File: src/rtl/narrow_pipe_pkg.sv
// rtl/narrow_pipe_pkg.sv - shared widths and saturation constants for the narrowing pipe
package narrow_pipe_pkg;

  localparam int IN_W_DEF  = 32;
  localparam int OUT_W_DEF = 16;
  localparam int CNT_W_DEF = 16;

  // Saturation results for the default 16-bit output width
  localparam logic [15:0] SAT_POS_S = 16'h7FFF;
  localparam logic [15:0] SAT_NEG_S = 16'h8000;
  localparam logic [15:0] SAT_U     = 16'hFFFF;

endpackage

File: src/rtl/narrow_range_chk.sv
// rtl/narrow_range_chk.sv - combinational 32->16 range check with saturate/truncate select
module narrow_range_chk
  import narrow_pipe_pkg::*;
#(
  parameter int IN_W  = IN_W_DEF,
  parameter int OUT_W = OUT_W_DEF
) (
  input  logic [IN_W-1:0]  a,
  input  logic             sext,
  input  logic             sat_en,
  output logic [OUT_W-1:0] b,
  output logic             ovf
);

  localparam logic [OUT_W-1:0] SAT_MAX_U = '1;
  localparam logic [OUT_W-1:0] SAT_MAX_S = {1'b0, {(OUT_W-1){1'b1}}};
  localparam logic [OUT_W-1:0] SAT_MIN_S = {1'b1, {(OUT_W-1){1'b0}}};

  logic [IN_W-OUT_W-1:0] upper_u;
  logic [IN_W-OUT_W:0]   upper_s;
  logic                  fits;

  // Signed fit includes the output sign bit so the discarded bits must replicate it
  assign upper_u = a[IN_W-1:OUT_W];
  assign upper_s = a[IN_W-1:OUT_W-1];
  assign fits    = sext ? ((&upper_s) || !(|upper_s)) : !(|upper_u);

  always_comb begin
    ovf = !fits;
    b   = a[OUT_W-1:0];
    if (!fits && sat_en) begin
      if (!sext)
        b = SAT_MAX_U;
      else
        b = a[IN_W-1] ? SAT_MIN_S : SAT_MAX_S;
    end
  end

endmodule

File: src/rtl/narrow_pipe.sv
// rtl/narrow_pipe.sv - two-stage valid/ready narrowing pipeline with overflow statistics
module narrow_pipe
  import narrow_pipe_pkg::*;
#(
  parameter int IN_W  = IN_W_DEF,
  parameter int OUT_W = OUT_W_DEF,
  parameter int CNT_W = CNT_W_DEF
) (
  input  logic             clk,
  input  logic             rst,
  input  logic             in_valid,
  output logic             in_ready,
  input  logic [IN_W-1:0]  a,
  input  logic             sext,
  input  logic             sat_en,
  output logic             out_valid,
  input  logic             out_ready,
  output logic [OUT_W-1:0] b,
  output logic             ovf,
  output logic             ovf_sticky,
  output logic [CNT_W-1:0] ovf_count,
  input  logic             clr_stat
);

  logic             s1_valid;
  logic [IN_W-1:0]  s1_a;
  logic             s1_sext;
  logic             s1_sat_en;
  logic             s2_load;
  logic [OUT_W-1:0] chk_b;
  logic             chk_ovf;

  // Stage 2 frees up in the same cycle the consumer takes its word, so no bubble
  assign s2_load  = !out_valid || out_ready;
  assign in_ready = !s1_valid || s2_load;

  narrow_range_chk #(.IN_W(IN_W), .OUT_W(OUT_W)) u_chk (
    .a      (s1_a),
    .sext   (s1_sext),
    .sat_en (s1_sat_en),
    .b      (chk_b),
    .ovf    (chk_ovf)
  );

  always_ff @(posedge clk or posedge rst) begin
    if (rst) begin
      s1_valid  <= 1'b0;
      s1_a      <= '0;
      s1_sext   <= 1'b0;
      s1_sat_en <= 1'b0;
    end else if (in_ready) begin
      s1_valid <= in_valid;
      if (in_valid) begin
        s1_a      <= a;
        s1_sext   <= sext;
        s1_sat_en <= sat_en;
      end
    end
  end

  always_ff @(posedge clk or posedge rst) begin
    if (rst) begin
      out_valid <= 1'b0;
      b         <= '0;
      ovf       <= 1'b0;
    end else if (s2_load) begin
      out_valid <= s1_valid;
      if (s1_valid) begin
        b   <= chk_b;
        ovf <= chk_ovf;
      end
    end
  end

  // Clear takes priority over a coincident overflow transfer
  always_ff @(posedge clk or posedge rst) begin
    if (rst) begin
      ovf_sticky <= 1'b0;
      ovf_count  <= '0;
    end else if (clr_stat) begin
      ovf_sticky <= 1'b0;
      ovf_count  <= '0;
    end else if (out_valid && out_ready && ovf) begin
      ovf_sticky <= 1'b1;
      if (ovf_count != {CNT_W{1'b1}})
        ovf_count <= ovf_count + CNT_W'(1);
    end
  end

endmodule

File: config.mk
export PLATFORM = sky130hd
export DESIGN_NAME = narrow_pipe
export DESIGN_NICKNAME = d
export VERILOG_FILES = /design/src/rtl/narrow_pipe_pkg.sv /design/src/rtl/narrow_range_chk.sv /design/src/rtl/narrow_pipe.sv
export SDC_FILE = /design/constraint.sdc
export NUM_CORES = 1
export LEC_CHECK = 0
export CAP_MARGIN = 30
export CORE_ASPECT_RATIO = 1.4
export CORE_MARGIN = 4
export CORE_UTILIZATION = 50
export CTS_CLUSTER_SIZE = 14
export DETAILED_ROUTE_END_ITERATION = 16
export PLACE_DENSITY = 0.79
export SETUP_SLACK_MARGIN = 0.3
export SLEW_MARGIN = 25
export SYNTH_ARGS = -nofsm -noshare
export SYNTH_HDL_FRONTEND = slang
export SYNTH_HIERARCHICAL = 1
export SYNTH_SLANG_ARGS = --single-unit
File: constraint.sdc
create_clock -name clk -period 3 [get_ports clk]
set_input_delay 0.9 -clock clk [delete_from_list [all_inputs] [get_ports clk]]
set_output_delay 0.9 -clock clk [all_outputs]
set_load 0.01 [all_outputs]
==> flow_summary.yaml <==
die:
  chipWidth_um: 75.5
  core-area_um2: 6210
  die_area_um2: 7740
  core.rowCount: 34
  initial_core_util_pct: 51.4
  die_h_um: 103
  io_pins: 75
yosys:
  async_flop_share_pct: 100
  ys_seq_area_share_pct: 54.9
  synth.cell_area_um2: 3190
  synth.distinct_cells: 40
  synthCells: 260
  synth_top_area_cell: "dfrtp_1"
  synth_area_leaders: "dfrtp_1, mux2_2, o21ai_2"
  syn_avg_cell_area_um2: 12.3
  synth_top_area_share_pct: 54.9
  synth.top_cells.by_count: "dfrtp_1, mux2_2, inv_1, nor2_1, nand2_1"
  synth_nets: 300
  synth_ff_type: "dfrtp_1"
  ys_seq_elements: 70
  synth_most_common_cell: "dfrtp_1"
  synth-edff-count: 0
  ys_warn_count: 6
final_layout:
  finalNonFillerCells: 421
  nets: 384
  utilization_pct: 68.1
  nFillCells: 485
  synthToLayoutAreaGrowth_pct: 32.6
  diodes: 0
  drive_gt1_share_pct: 27.2
cts:
  clk_pin_slew_worst_paths_ns: 0.07
  cts_hold_buf: 0
  cts_made_buffers: 9
  tritoncts: "yes"
  cts_root_buf: "clkbuf_8"
  clk_latency_ns: 0.33
  cts_sinks: 70
  cts.path.max_buffers: 2
  htreeDepth: 3
route:
  remaining_drc_errors: 0
  first_iter_violations: 137
  vias_per_cell: 5.33
  finalWirelength_um: 6400
  num_vias: 2242
  drt_pass1_iterations: 4
  drtAntennaViolNets: 0
  wl_per_cell_um: 15.2
global_routing:
  grt_pass1_wl_um: 10100
  grt_pass1_vias: 2269
  overflow: 0
  grt.total_usage_pct: 17.3
  grt_start_max_net_pins: 48
  antenna_found_initial: 0
placed_design:
  portBuffers: 74
  hpwl_um: 4660
  dp_cells: 404
  routabilityCongestion: 0.833
  place_ws_ns: 0.0222
power_and_ir_drop:
  combPwrFrac_pct: 23.7
  swShare_pct: 26.4
  intPower_w: 0.00181
  p_seq_share_pct: 48.0
  power.switching_w: 0.000650
  p_per_area_nw_per_um2: 582
  max-vdd-ir-drop_uv: 332
  p_leak_nw: 1.74
  clockPowerShare_pct: 28.3
timing:
  hold_violations: 0
  fin_crit_sh_pct: 86.1
  tightest_slew_ns: 0.519
  final.min_clock_period_ns: 2.58
  fin_hold_ws_ns: 0.504
  setup-violations-final: 0
  relSlewSlack_pct: 65.3
  fmax_mhz: 387
  rsz0062_at_grt: "no"
  fin_ws_ns: 0.417
  fin_tns_setup_ns: 0
  finalMaxSlewViolations: 0
  skew_ns: 0.00816
setup_path:
  start_kind: "primary input"
  worstPathArrival_ns: 1.68
  critical_path.max_stage_delay_ns: 0.50
  required_ns: 2.10
  cp_cell_sequence: "clkdlybuf4s50_1 -> nand3b_1 -> clkbuf_2"
  endpoint_kind: "primary output"
  ff2ff_setup_slack_ns: 1.07
  crit_path_max_fanout: 3
  crit_path_top_delay_cell: "clkdlybuf4s50_1"
  worstSetupPathType: "primary input to primary output"
hold_path:
  hp-class: "flop to flop"
run:
  cap_violations: 0
outcome:
  outcome: "complete, no violations"
==> power by group through the flow <==
| stage | clock (W) | combinational (W) | sequential [W] |
|---|---|---|---|
| 2_1_floorplan | 0 | 0.000281 | 0.00122 |
| 3_3_place_gp | 0 | 0.000577 | 0.00120 |
| 3_5_place_dp | 0 | 0.000591 | 0.00120 |
| 4_1_cts | 0.000716 | 0.000596 | 0.00118 |
| 5_1_grt | 0.000748 | 0.000635 | 0.00120 |
| 6_report | 0.000697 | 0.000583 | 0.00118 |
==> registers in the layout (all words and copies together), names as in the netlist <==
name and cells:
s1_sat_en 1, ovf 1, s1_valid 1, ovf_count 16, ovf_sticky 1, s1_sext 1
s1_a 32, out_valid 1, b 16
==> layout by cell type (no fill, tap or decap), types with 2 or more instances in the layout <==
cell type / count
clkdlybuf4s50_1: 73
dfrtp_1: 70
mux2_2: 52
nor2_1: 18
inv_1: 17
clkbuf_8: 12
nand2_1: 11
xnor2_1: 10
o21ai_2: 10
nand4_1: 9
o21ai_0: 8
nor3_1: 6
buf_4: 6
a21oi_1: 4
nand3_1: 3
and3_1: 3
nand2b_1: 3
nor4_1: 3
a211oi_1: 2
mux2i_1: 2
clkinv_2: 2
buf_12: 2
or4_4: 2
==> per-layer routing <==
| metal | up-vias | track usage, % | wire [µm] | share of wire [%] |
|---|---|---|---|---|
| met1 | 1115 | 19.3 | 2500 | 39 |
| li1 | 1075 | - | - | - |
| met4 | 0 | 5.65 | 78 | 1.2 |
| met3 | 7 | 3.80 | 282 | 4.4 |
| met5 | - | 0 | 0 | 0 |
| met2 | 45 | 31.9 | 3540 | 55 |
==> path summary, 6_finish.rpt <==
kind                                           start              endpoint  depth (start not counted)
worst max-delay path                       out_ready              in_ready                          3
max in group asynchronous                        rst  s1_a[25]$_DFFE_PP0P_                          3
worst min register to register      b[4]$_DFFE_PP0P_      b[4]$_DFFE_PP0P_                          1
worst max register to register  s1_a[30]$_DFFE_PP0P_      b[2]$_DFFE_PP0P_                          5
worst min-delay path                b[4]$_DFFE_PP0P_      b[4]$_DFFE_PP0P_                          1
min in group asynchronous                        rst     b[11]$_DFFE_PP0P_                          2
==> timing repair <==
action / CTS / global route
resized for setup: 2 / 1
endpoints found under the setup margin: 1 / 1
buffers inserted: 1 / 0
==> stage by stage <==
step / total power [W] / instance area [µm²]
2_1_floorplan: 0.00150 / 3190
3_3_place_gp: 0.00177 / 4040
3_5_place_dp: 0.00179 / 4040
4_1_cts: 0.00250 / 4240
5_1_grt: 0.00258 / 4230
6_report: 0.00246 / 4230
==> kinds of logic (layout without fill, tap and decap cells) <==
logic type / Yosys count / after routing / synth area share (%)
AOI/OAI and AO/OA: 29 / 29 / 6.98
xor gates and xnor gates: 10 / 10 / 2.74
adders and majority gates: 1 / 1 / 0.392
buffers and inverters: 27 / 116 / 3.92
DFF: 70 / 70 / 54.9
muxes: 55 / 55 / 19.3
and+or+nand+nor: 68 / 68 / 11.7
==> layout make-up <==
cell class	instances	area [µm²]	share of cell area (%)
sequential	70	1750	41.4
timing repair buffer	82	821	19.4
tap	72	90.1	2.13
clock inverter	3	17.5	0.414
clock buffer	13	169	3.99
multi-input combinational	163	1310	31.1
inverter	18	67.6	1.60
==> worst max-delay path, delay by kind of cell <==
family                 cells  cell delay (ns)
buffers and inverters      2             0.64
AND/OR/NAND/NOR            1             0.14
(Power assumes the default switching activity.)
==> RTL change (same settings) <==
Put one more register stage on the output `ovf_count`, without a reset. The value now appears one clock later. The other outputs are not delayed to match.
--- a/src/rtl/narrow_pipe.sv
+++ b/src/rtl/narrow_pipe.sv
@@ -21,6 +21,8 @@
   output logic [CNT_W-1:0] ovf_count,
   input  logic             clr_stat
 );
+
+  logic [CNT_W-1:0] ovf_count_s0;
 
   logic             s1_valid;
   logic [IN_W-1:0]  s1_a;
@@ -76,15 +78,19 @@
   always_ff @(posedge clk or posedge rst) begin
     if (rst) begin
       ovf_sticky <= 1'b0;
-      ovf_count  <= '0;
+      ovf_count_s0 <= '0;
     end else if (clr_stat) begin
       ovf_sticky <= 1'b0;
-      ovf_count  <= '0;
+      ovf_count_s0 <= '0;
     end else if (out_valid && out_ready && ovf) begin
       ovf_sticky <= 1'b1;
-      if (ovf_count != {CNT_W{1'b1}})
-        ovf_count <= ovf_count + CNT_W'(1);
+      if (ovf_count_s0 != {CNT_W{1'b1}})
+        ovf_count_s0 <= ovf_count_s0 + CNT_W'(1);
     end
+  end
+
+  always_ff @(posedge clk) begin
+    ovf_count <= ovf_count_s0;
   end
 
 endmodule
Check against the original RTL: not equivalent (Yosys sat finds a counterexample within 4 cycles, from zero or initial values and one cycle with rst high).
==> RTL change against the unedited design <==
Sequential share of layout area increased by 3.2 points. Setup slack better by 0.025 ns. Sequential cell count increased by 16. Routed wire length grew 5.8%. Critical endpoint unchanged. Clock skew shrank 0.0027 ns. Cell area is 9.7% higher. Area after synthesis up 12%. Synthesized cell count is 7.3% higher. Total power up 14%.
==> RTL change: results (changes against the unedited design) <==
metric	value	unit	change
status	complete, no violations		unchanged
Layout Nets	401		was 384
asr flop ratio synth	81.40	%	was 100.0%
final wirelength	6768	um	was 6397 um
fin cells	461		was 421
total track usage	17.21	%	was 17.34%
clock skew	0.005437	ns	was 0.008162 ns
Synth Net Count	319		was 300
syn avg cell area	12.80	um2	was 12.27 um2
Synth cell types	36		was 40
drt via density	5.286		was 5.325
pre-CTS WS	0.05029	ns	was 0.02217 ns
synth top area cells	dfrtp_1 49%, mux2_2 17%, dfxtp_1 9.0%		was dfrtp_1 55%, mux2_2 18%, o21ai_2 2.7%
Routability Congestion	0.7823		was 0.8328
Worst-Margin Slew	0.7846	ns	was 0.5192 ns
CP max-delay cell	clkdlybuf4s50_1		unchanged
switching pwr	713.1	uW	was 649.6 uW
Post-CTS Setup Inserts	0		was 1
final setup fails	0		unchanged
worst skew pair latency	0.36	ns	was 0.33 ns
Crit path largest cell delay	0.48	ns	was 0.50 ns
FILL cells	548		was 485
static leakage	0.001896	uW	was 0.001742 uW
Detailed Place HPWL	4803	um	was 4664 um
XOR/XNOR share of the synthesized area	0.2452	%	was 2.745%
maximum vdd drop	0.0004737	V	was 0.0003322 V
mux cell area share after synthesis	17.62	%	was 19.33%
ratio of cells with drive above 1 in the final layout	27.87	%	was 27.22%
TritonCTS buffer count	9		unchanged
first-pass GRT wire length	11310	um	was 10070 um
top cells by count, synth	70 x dfrtp_1, 55 x mux2_2, 20 x inv_1, 16 x dfxtp_1		was 70 x dfrtp_1, 52 x mux2_2, 18 x inv_1, 18 x nor2_1, 11 x nand2_1
largest net degree at the start of global routing	49		was 48
Compound-Gate Fraction of Synth Area	8.371	%	was 6.980%
Top reg by flops	s1_a		unchanged
CP arrival	1.66	ns	was 1.68 ns
register area share after synthesis	58.00	%	was 54.90%
Synth Area in Adders	0.3503	%	was 0.3922%
n_diodes	0		unchanged
Cells after DPL	445		was 404
number of global-route vias before repair	2405		was 2269
initial drt markers	111		was 137
==> RTL change: metrics by stage <==
step	utilization (%)	power, uW	hold slack [ns]	instance area, um2
after floorplan	-	1726	0.3803	3572
after global placement	63.93	1999	0.3990	4434
after detailed placement	64.09	2023	0.4094	4446
after CTS	66.99	2838	0.4292	4647
after global routing	66.92	2947	0.4422	4642
final	66.92	2804	0.4265	4642
==> RTL change: power groups by stage <==
stage / sequential [uW] / clock [uW] / combinational (uW)
4_1_cts: 1410 / 835 / 596
6_report: 1400 / 815 / 583
3_5_place_dp: 1430 / 0 / 594
5_1_grt: 1430 / 889 / 633
3_3_place_gp: 1430 / 0 / 574
2_1_floorplan: 1440 / 0 / 286
==> RTL change: area by class of cell <==
cell class | count | area (um2) | share of cell area [%]
Inverter | 20 | 75.07 | 1.617
Sequential cell | 86 | 2072 | 44.64
Multi-Input combinational cell | 163 | 1361 | 29.33
Timing Repair Buffer | 81 | 813.3 | 17.52
Clock buffer | 13 | 158.9 | 3.423
Clock inverter | 3 | 42.54 | 0.9164
Tap cell | 95 | 118.9 | 2.561
==> RTL change: routing by layer <==
layer	GRT usage (%)	vias to the layer above	wire [um]
met5	0	-	0
met4	10.32	0	212
met3	3.667	15	328
met2	29.69	62	3558
met1	19.25	1198	2669
li1	-	1162	-
==> RTL change: final timing paths <==
| check | startpoint | to | slack [ns] | cells after the start |
|---|---|---|---|---|
| hold / removal | ovf_count_s0[15] | ovf_count[15] | 0.43 | 0 |
| hold reg to reg | ovf_count_s0[15] | ovf_count[15] | 0.43 | 0 |
| setup / recovery | out_ready | in_ready | 0.44 | 3 |
| min in group asynchronous | rst | s1_a[4] | 0.88 | 2 |
| setup reg to reg | ovf_count_s0[0] | ovf_count_s0[1] | 0.82 | 6 |
| max in group asynchronous | rst | out_valid | 1.50 | 3 |
==> RTL change: timing repair <==
action | CTS | global route
setup endpoints to repair | 1 | 1
pin swaps | 0 | 0
hold buffers | 0 | 0
resized for setup | 2 | 1
==> RTL change: logic make-up after synthesis <==
group / count (synthesis)
buffers and inverters: 30
AND/OR/NAND/NOR: 64
adder cells (fa/ha/maj): 1
multiplexers: 56
AO/OA/AOI/OAI: 41
XOR/XNOR: 1
flip-flops: 86
==> RTL change: worst register-to-register path: cells and delay by family (launching register included) <==
family	cells	cell delay [ns]
multiplexers	1	0.18
adder cells (fa/ha/maj)	1	0.21
buffers and inverters	1	0.27
flip-flops	1	0.41
AO/OA/AOI/OAI	1	0.76
AND/OR/NAND/NOR	2	0.24
